File: config.mk
export PLATFORM = sky130hd
export DESIGN_NAME = mem_port_arbiter_flat
export DESIGN_NICKNAME = d
export VERILOG_FILES = /design/src/rtl/mem_port_arbiter_if.sv /design/src/rtl/mem_port_arbiter.sv /design/src/flat_wrapper.sv
export SDC_FILE = /design/constraint.sdc
export NUM_CORES = 1
export LEC_CHECK = 0
export BUFFER_PORTS_ARGS = -buffer_cell sky130_fd_sc_hd__buf_2
export CORE_ASPECT_RATIO = 0.9
export CORE_MARGIN = 3
export CORE_UTILIZATION = 53
export DETAILED_ROUTE_END_ITERATION = 6
export PLACE_DENSITY = 0.95
export SKIP_LAST_GASP = 1
export SYNTH_ARGS = -nofsm -noshare
export SYNTH_HDL_FRONTEND = slang
export SYNTH_SLANG_ARGS = --single-unit
File: constraint.sdc
create_clock -name clk -period 2.1 [get_ports clk]
set_input_delay 0.315 -clock clk [delete_from_list [all_inputs] [get_ports clk]]
set_output_delay 0.315 -clock clk [all_outputs]
set_load 0.05 [all_outputs]
File: src/rtl/mem_port_arbiter_if.sv
// Requester-side port of the memory arbiter: one-cycle command pulse in,
// busy level plus done/err pulses back.
interface mem_port_arbiter_if;
   logic        en;
   logic [1:0]  W_R;
   logic [1:0]  wordsize;
   logic        sign;
   logic [31:0] addr;
   logic [31:0] wdata;
   logic        busy;
   logic        done;
   logic        err;

   modport master (output en, W_R, wordsize, sign, addr, wdata,
                   input  busy, done, err);
   modport slave  (input  en, W_R, wordsize, sign, addr, wdata,
                   output busy, done, err);
endinterface

File: src/rtl/mem_port_arbiter.sv
// Two-port round-robin arbiter in front of a single memory interface, one
// transaction in flight at a time, with a watchdog that aborts hung accesses.
module mem_port_arbiter #(
   parameter int TIMEOUT = 255,
   parameter int TW      = 8
) (
   input  logic              clk,
   input  logic              reset,
   mem_port_arbiter_if.slave r0,
   mem_port_arbiter_if.slave r1,
   output logic [31:0]       rdata,
   output logic              en_mem,
   output logic [1:0]        W_R_mem,
   output logic [1:0]        wordsize_mem,
   output logic              sign_mem,
   output logic [31:0]       addr_mem,
   output logic [31:0]       wdata_mem,
   input  logic              busy_mem,
   input  logic              done_mem,
   input  logic [31:0]       rdata_mem,
   output logic              timeout_err
);

   typedef struct packed {
      logic [1:0]  w_r;
      logic [1:0]  wordsize;
      logic        sign;
      logic [31:0] addr;
      logic [31:0] wdata;
   } cmd_t;

   typedef enum logic [1:0] {IDLE, ISSUE, WAIT} state_t;

   state_t          state, state_d;
   logic            grant, grant_d, last_grant;
   logic [1:0]      pend, req_en, done_q, err_q;
   logic            tmo_q;
   cmd_t [1:0]      req_cmd, cmd_q;
   cmd_t            mem_cmd;
   logic [TW-1:0]   wd_cnt;
   logic            wd_expired, fin;

   assign req_en     = {r1.en, r0.en};
   assign req_cmd[0] = {r0.W_R, r0.wordsize, r0.sign, r0.addr, r0.wdata};
   assign req_cmd[1] = {r1.W_R, r1.wordsize, r1.sign, r1.addr, r1.wdata};

   // A completion in the same cycle as the watchdog limit counts as success.
   assign wd_expired = (state == WAIT) && !done_mem && (wd_cnt == TW'(TIMEOUT - 1));
   assign fin        = (state == WAIT) && (done_mem || wd_expired);

   always_ff @(posedge clk) begin
      if (reset) begin
         state <= IDLE;
         grant <= 1'b0;
      end else begin
         state <= state_d;
         grant <= grant_d;
      end
   end

   always_comb begin
      state_d = state;
      grant_d = grant;
      case (state)
         IDLE: begin
            if (!busy_mem && (pend != 2'b00)) begin
               state_d = ISSUE;
               if (pend == 2'b11) grant_d = ~last_grant;
               else               grant_d = pend[1];
            end
         end
         ISSUE:   state_d = WAIT;
         WAIT:    if (fin) state_d = IDLE;
         default: state_d = IDLE;
      endcase
   end

   always_ff @(posedge clk) begin
      if (reset) begin
         pend       <= 2'b00;
         cmd_q      <= '0;
         last_grant <= 1'b1;
         done_q     <= 2'b00;
         err_q      <= 2'b00;
         tmo_q      <= 1'b0;
         rdata      <= '0;
         wd_cnt     <= '0;
      end else begin
         done_q <= 2'b00;
         err_q  <= 2'b00;
         tmo_q  <= 1'b0;
         wd_cnt <= (state == WAIT) ? wd_cnt + TW'(1) : '0;
         // Requests arriving while a port is busy are dropped on the floor.
         for (int p = 0; p < 2; p++) begin
            if (req_en[p] && !pend[p]) begin
               cmd_q[p] <= req_cmd[p];
               pend[p]  <= 1'b1;
            end
         end
         if (fin) begin
            pend[grant]   <= 1'b0;
            done_q[grant] <= 1'b1;
            last_grant    <= grant;
            if (done_mem) begin
               rdata <= rdata_mem;
            end else begin
               err_q[grant] <= 1'b1;
               tmo_q        <= 1'b1;
            end
         end
      end
   end

   assign mem_cmd      = (state != IDLE) ? cmd_q[grant] : '0;
   assign en_mem       = (state == ISSUE);
   assign W_R_mem      = mem_cmd.w_r;
   assign wordsize_mem = mem_cmd.wordsize;
   assign sign_mem     = mem_cmd.sign;
   assign addr_mem     = mem_cmd.addr;
   assign wdata_mem    = mem_cmd.wdata;
   assign timeout_err  = tmo_q;

   assign r0.busy = pend[0];
   assign r0.done = done_q[0];
   assign r0.err  = err_q[0];
   assign r1.busy = pend[1];
   assign r1.done = done_q[1];
   assign r1.err  = err_q[1];

endmodule
File: src/flat_wrapper.sv
// flat-port wrapper written by rule: the top's interface ports become plain ports
module mem_port_arbiter_flat 
#(
   parameter int TIMEOUT = 255,
   parameter int TW      = 8
)
  (clk, reset, rdata, en_mem, W_R_mem, wordsize_mem, sign_mem, addr_mem, wdata_mem, busy_mem, done_mem, rdata_mem, timeout_err, r0_en, r0_W_R, r0_wordsize, r0_sign, r0_addr, r0_wdata, r0_busy, r0_done, r0_err, r1_en, r1_W_R, r1_wordsize, r1_sign, r1_addr, r1_wdata, r1_busy, r1_done, r1_err);
  mem_port_arbiter_if r0_i ();
  mem_port_arbiter_if r1_i ();
  input  logic clk;
  input  logic reset;
  output logic [31:0] rdata;
  output logic en_mem;
  output logic [1:0] W_R_mem;
  output logic [1:0] wordsize_mem;
  output logic sign_mem;
  output logic [31:0] addr_mem;
  output logic [31:0] wdata_mem;
  input  logic busy_mem;
  input  logic done_mem;
  input  logic [31:0] rdata_mem;
  output logic timeout_err;
  input wire logic [$bits(r0_i.en)-1:0] r0_en;
  input wire logic [$bits(r0_i.W_R)-1:0] r0_W_R;
  input wire logic [$bits(r0_i.wordsize)-1:0] r0_wordsize;
  input wire logic [$bits(r0_i.sign)-1:0] r0_sign;
  input wire logic [$bits(r0_i.addr)-1:0] r0_addr;
  input wire logic [$bits(r0_i.wdata)-1:0] r0_wdata;
  output wire logic [$bits(r0_i.busy)-1:0] r0_busy;
  output wire logic [$bits(r0_i.done)-1:0] r0_done;
  output wire logic [$bits(r0_i.err)-1:0] r0_err;
  input wire logic [$bits(r1_i.en)-1:0] r1_en;
  input wire logic [$bits(r1_i.W_R)-1:0] r1_W_R;
  input wire logic [$bits(r1_i.wordsize)-1:0] r1_wordsize;
  input wire logic [$bits(r1_i.sign)-1:0] r1_sign;
  input wire logic [$bits(r1_i.addr)-1:0] r1_addr;
  input wire logic [$bits(r1_i.wdata)-1:0] r1_wdata;
  output wire logic [$bits(r1_i.busy)-1:0] r1_busy;
  output wire logic [$bits(r1_i.done)-1:0] r1_done;
  output wire logic [$bits(r1_i.err)-1:0] r1_err;
  assign r0_i.en = r0_en;
  assign r0_i.W_R = r0_W_R;
  assign r0_i.wordsize = r0_wordsize;
  assign r0_i.sign = r0_sign;
  assign r0_i.addr = r0_addr;
  assign r0_i.wdata = r0_wdata;
  assign r0_busy = r0_i.busy;
  assign r0_done = r0_i.done;
  assign r0_err = r0_i.err;
  assign r1_i.en = r1_en;
  assign r1_i.W_R = r1_W_R;
  assign r1_i.wordsize = r1_wordsize;
  assign r1_i.sign = r1_sign;
  assign r1_i.addr = r1_addr;
  assign r1_i.wdata = r1_wdata;
  assign r1_busy = r1_i.busy;
  assign r1_done = r1_i.done;
  assign r1_err = r1_i.err;
  mem_port_arbiter #(.TIMEOUT(TIMEOUT), .TW(TW)) u_core (.clk(clk), .reset(reset), .r0(r0_i), .r1(r1_i), .rdata(rdata), .en_mem(en_mem), .W_R_mem(W_R_mem), .wordsize_mem(wordsize_mem), .sign_mem(sign_mem), .addr_mem(addr_mem), .wdata_mem(wdata_mem), .busy_mem(busy_mem), .done_mem(done_mem), .rdata_mem(rdata_mem), .timeout_err(timeout_err));
endmodule
After elaboration in Yosys (flattened, before gate mapping):

Index checks and enable logic that the tools add are counted.

* $add $sub $neg: 1
* reduce and logical (&&, ||, !) cells: 21
* $lt $le $gt $ge: 2
* bitwise logic cells: 5
* muxes and demuxes: 15
* equality and inequality tests: 6

Operators with widths (number)
* 2-to-1 mux 69 bit: 3
* adder 8 x 1 -> 8 bit, second input constant: 1
* == test 8 bit, second input constant: 1
* logical AND 1 bit: 7
* 2-to-1 mux 1 bit: 7
* 2-to-1 mux 2 bit: 3
* one-hot mux 2 bit (3 select lines): 1
* AND reduction 2 bit: 3
* == test 2 bit, second input constant: 2
* zero test 1 bit: 4
* inequality test 2 x 1 -> 1 bit, second input constant: 2
* nonzero test 2 bit: 2
* OR reduction 2 bit: 2
* NOT 1 bit: 3
* OR reduction 3 bit: 1
* AND 2 bit: 1
* == test 2 x 1 -> 1 bit, second input constant: 1
* zero test 2 bit: 1
* less-than comparator 1 x 2 -> 1 bit, second input constant: 1
* NOT 2 bit: 1
* demux 1 bit (select 1 bit): 1
* greater-or-equal comparator 1 bit, second input constant: 1
* logical OR 1 bit: 1

* bits of input ports: 176
* word-level logic and storage cells: 69
* output and inout bits: 109
* bits in registers: 189

Logic depth before layout (Yosys ltp):

* depth in word-level cells: 7
* mapped depth: 6

Least setup slack after synthesis:

Ideal clock, no wire load.

* path kind: reg2out
* start: reg u_core.grant
* end: out addr_mem[0]
* setup slack: 290 ps
* cell stages (with the launch flop): 5
* required time: 1785 ps
* data arrival time: 1495 ps
* buffers on the path: 2
* cells stage by stage: dfxtp_1 -> buf_2 -> buf_2 -> mux2i_1 -> nor2_1

* longest elaborated chain between the ends: 3

RTL lines
* from (decl): line mem_port_arbiter.sv:35 `logic grant, grant_d, last_grant;`
* from (signal assigned): line mem_port_arbiter.sv:57 `grant <= grant_d;`
* 2-to-1 mux 69 bit (not written as such) (2 in series): line mem_port_arbiter.sv:114 `assign mem_cmd = (state != IDLE) ? cmd_q[grant] : '0;`
* 2-to-1 mux 69 bit: line mem_port_arbiter.sv:114
* to (decl): line flat_wrapper.sv:17 `output logic [31:0] addr_mem;`

Every way passes these cells. The select of a mux whose other input is x is not followed.

Final worst setup path:

* start: reg u_core.grant
* end: out addr_mem[4]

Same word-level chain as after synthesis.

==> results.md <==
* Final sum of negative setup slack at 0 ps
* Residual antenna-violating net count after detailed routing at 0
* H-tree Lvls at 4
* Slowest cell delay on critical path at between 400 and 500 ps
* Setup Skew at roughly 11 ps
* Dominant register cell in the synthesized netlist: sky130_fd_sc_hd__dfxtp_1
* Placement Setup Slack at between 400 and 500 ps
* Number of warnings printed during yosys synthesis at 0
* Worst slew margin relative to its limit at between 40% and 50%
* Yosys reg bits at approximately 190
* Number of pins exceeding their max-slew limit in the final report at 0
* Total via count in the routed design at 7496
* Global-route wire length before repair at roughly 34000 µm
* Power density over the cells at roughly 830 nW/µm²
* Layout area overhead at 27.72%
* Category of the most critical setup path: flip-flop to primary output
* Top cell family by delay on the critical path: buffers and inverters
* Worst Setup Slack, final at between 150 and 200 ps
* Initial antenna violation count at 1
* Synth Area per Inst at ~7.9 µm²
* Post CTS Setup Buffer Count at 2
* Met2 usage in global routing at between 40 and 50%
* Required time of the worst setup path at about 1800 ps
* Number of global-route vias before repair at between 7000 and 8000
* CTS sink cnt at about 190
* Number of fillers in the final layout at between 1000 and 1500
* Cell-by-cell listing of the critical path: buf_4 -> mux2i_1 -> nor2_1 -> buf_2
* Global Route met1 Usage at 30.29%
* IO Count at roughly 290
* Data arrival at the endpoint of the critical path at approximately 1600 ps
* Wirelength, routed at between 20000 and 25000 µm
* Part of the cycle the worst path needs at a little over 90%
* Number of endpoints failing setup at the final stage at 0
* Clock insertion delay at the later pin of the skew report at approximately 420 ps
* Synthesized instance count at around 970
* Min-delay src: done_mem
* Fraction of final layout cells with drive strength greater than 1 at between 20 and 30%
* Clock tree from TritonCTS: done
* Static Leakage at roughly 4.2 nW
* Drt wl/cell at between 15 and 20 µm
* Launch point of the worst path: u_core.grant
* Global-route total usage across every layer at 26.38%
* Resized Gates After CTS at 0
* Site row count at 40
* Die area at ~16000 µm²
* Number of port buffers at roughly 280
* Number of remaining DRC errors at 0
* Endpoints failing hold at 0
* Critical path's slowest cell: sky130_fd_sc_hd__dfxtp_4
* Fraction of registers with async set or reset after synthesis at 0%
* Number of vias per cell after detailed routing at roughly 5.3
* Reg2Reg Launch Point: u_core.pend[0]
* Placed Area at 9155 µm²
* Number of violations of the max-capacitance limit at 0
* Largest net degree at the start of global routing at ~170
* Sequential share of the synthesized area at 49.57%
* Total number of nets in the final design at about 1400
* Maximum fanout encountered on the critical timing path at 10
* Detailed placement HPWL at 14870 µm
* Final global-route overflow total at 0
* First-pass iteration count of the detailed router at 5
* Maximum clock path buffer count at 2
* Synthesized net count at 1146
* Capturing element type of the critical path: primary output
* Clock tree root driver cell: sky130_fd_sc_hd__clkbuf_16
* Number of enable flip-flop cells after synthesis at 0
* Count of routing violations after the opening detailed-route iteration at around 450
* Run status: finished, final reports clean
* Clock Pin Slew Worst Setup and Hold Paths at approximately 60 ps
* Worst supply voltage drop on vdd at approximately 630 µV
* Class of the tightest hold or removal check: input pin to flip-flop
* Count of hold buffers inserted by post-cts repair at 0
* Die height at approximately 120 µm
* Startpoint types: flip-flop
* Die Span X at approximately 130 µm
* Actual transition at the worst max-transition pin at roughly 790 ps
* RSZ-0062 raised after global routing: no
* Critical path buffer and inverter count at 2
* Period minus WS final at about 1900 ps
* Inserted Clock Buffers at 17
* Maximum clock frequency at between 500 and 600 MHz
* Starting utilization of the core area at approximately 56%
* RD Place Congestion at 0.8553
* Post-synthesis instance area at approximately 7600 µm²
* Core area at 13710 µm²
* Unique masters post-synth at 33
* Routing layer with the top usage in global route: met2
* Final design area excluding fillers at between 9000 and 10000 µm²
* M3 GR Usage at around 7.2%
-- final timing paths --
check        depth (start not counted)  slack [ps]            endpoint
max                                  4         170         addr_mem[4]
min                                  2         120  u_core.timeout_err
max reg2reg                          4         570    u_core.cmd_q[34]
min reg2reg                          2         450     u_core.rdata[9]
-- routing by layer --
layer,vias to the layer above,wire (µm)
met1,3450,8530
met3,48,1975
met2,361,10670
li1,3637,-
met4,0,640
met5,-,0
-- layout make-up --
type	instances	area [µm²]	area share, %
multi-input cells	702	3476	35.65
well taps	189	236.5	2.426
clock buffers	22	464.2	4.761
clock inverters	10	112.6	1.155
inverters	3	11.26	0.1155
flip-flops and latches	189	3787	38.85
repair buffers	302	1659	17.02
diodes	1	2.502	0.02567
-- power by group --
| part | total [mW] | internal [mW] | switching (mW) |
|---|---|---|---|
| sequential | 3.86 | 3.75 | 0.106 |
| combinational | 1.05 | 0.383 | 0.663 |
| clock | 3.14 | 1.82 | 1.32 |
-- state kept, by name (all words and copies together) (netlist names) --
register / cells
u_core.done_q: 2
u_core.grant: 1
u_core.timeout_err: 1
u_core.wd_cnt: 8
u_core.pend: 2
u_core.cmd_q: 138
u_core.err_q: 2
u_core.rdata: 32
u_core.last_grant: 1
u_core.state: 2
-- cells by family (layout without fill, tap and decap cells) --
| group | after synthesis | after routing | synth area share (%) |
|---|---|---|---|
| adders and majority gates | 2 | 2 | 0.3278 |
| other | 0 | 1 | 0 |
| buffers and inverters | 77 | 337 | 5.261 |
| xor gates and xnor gates | 4 | 4 | 0.4590 |
| DFF | 189 | 189 | 49.57 |
| AOI/OAI and AO/OA | 181 | 181 | 12.31 |
| muxes | 69 | 69 | 9.048 |
| and+or+nand+nor | 446 | 446 | 23.03 |
-- cells in the mapped netlist, types with 3 or more instances --
cell,number,area [µm²]
sky130_fd_sc_hd__a21oi_1,173,865.8
sky130_fd_sc_hd__dfxtp_1,189,3784
sky130_fd_sc_hd__nand3_1,4,20.02
sky130_fd_sc_hd__xor2_1,3,26.28
sky130_fd_sc_hd__and2_1,3,18.77
sky130_fd_sc_hd__nand2_1,344,1291
sky130_fd_sc_hd__mux2i_1,69,690.7
sky130_fd_sc_hd__buf_6,7,78.83
sky130_fd_sc_hd__nor2b_1,3,18.77
sky130_fd_sc_hd__buf_4,4,30.03
sky130_fd_sc_hd__buf_2,36,180.2
sky130_fd_sc_hd__nor2_1,78,292.8
sky130_fd_sc_hd__clkbuf_1,25,93.84
sky130_fd_sc_hd__inv_1,3,11.26
-- layout by cell type, fill, tap and decap left out, drive strengths merged --
| master | count |
|---|---|
| xnor2 | 1 |
| o221a | 1 |
| inv | 5 |
| clkbuf | 22 |
| mux2i | 69 |
| buf | 302 |
| or3 | 2 |
| nand2 | 345 |
| nor3 | 2 |
| nand2b | 2 |
| nand3 | 4 |
| xor2 | 3 |
| ha | 2 |
| dfxtp | 189 |
| clkinv | 3 |
| o21bai | 1 |
| and3 | 2 |
| o211a | 1 |
| a21oi | 173 |
| nor4 | 1 |
| diode | 1 |
| o2bb2ai | 1 |
| nor2 | 78 |
| nand4 | 1 |
| and2 | 3 |
| a31oi | 1 |
| o21ai | 2 |
| clkinvlp | 3 |
| a211o | 1 |
| nor2b | 4 |
| bufinv | 2 |
| nor3b | 2 |
-- metrics by stage --
step	total power [mW]	hold slack, ps	utilization [%]	cells
after floorplan	4.591	395.3	-	968
after global placement	4.940	439.4	66.76	1383
after detailed placement	4.967	443.7	66.76	1383
after CTS	8.083	97.25	71.08	1417
after global routing	8.350	102.7	71.09	1418
final	8.048	121.8	71.09	1418
Power figures use the tool's default switching activity.
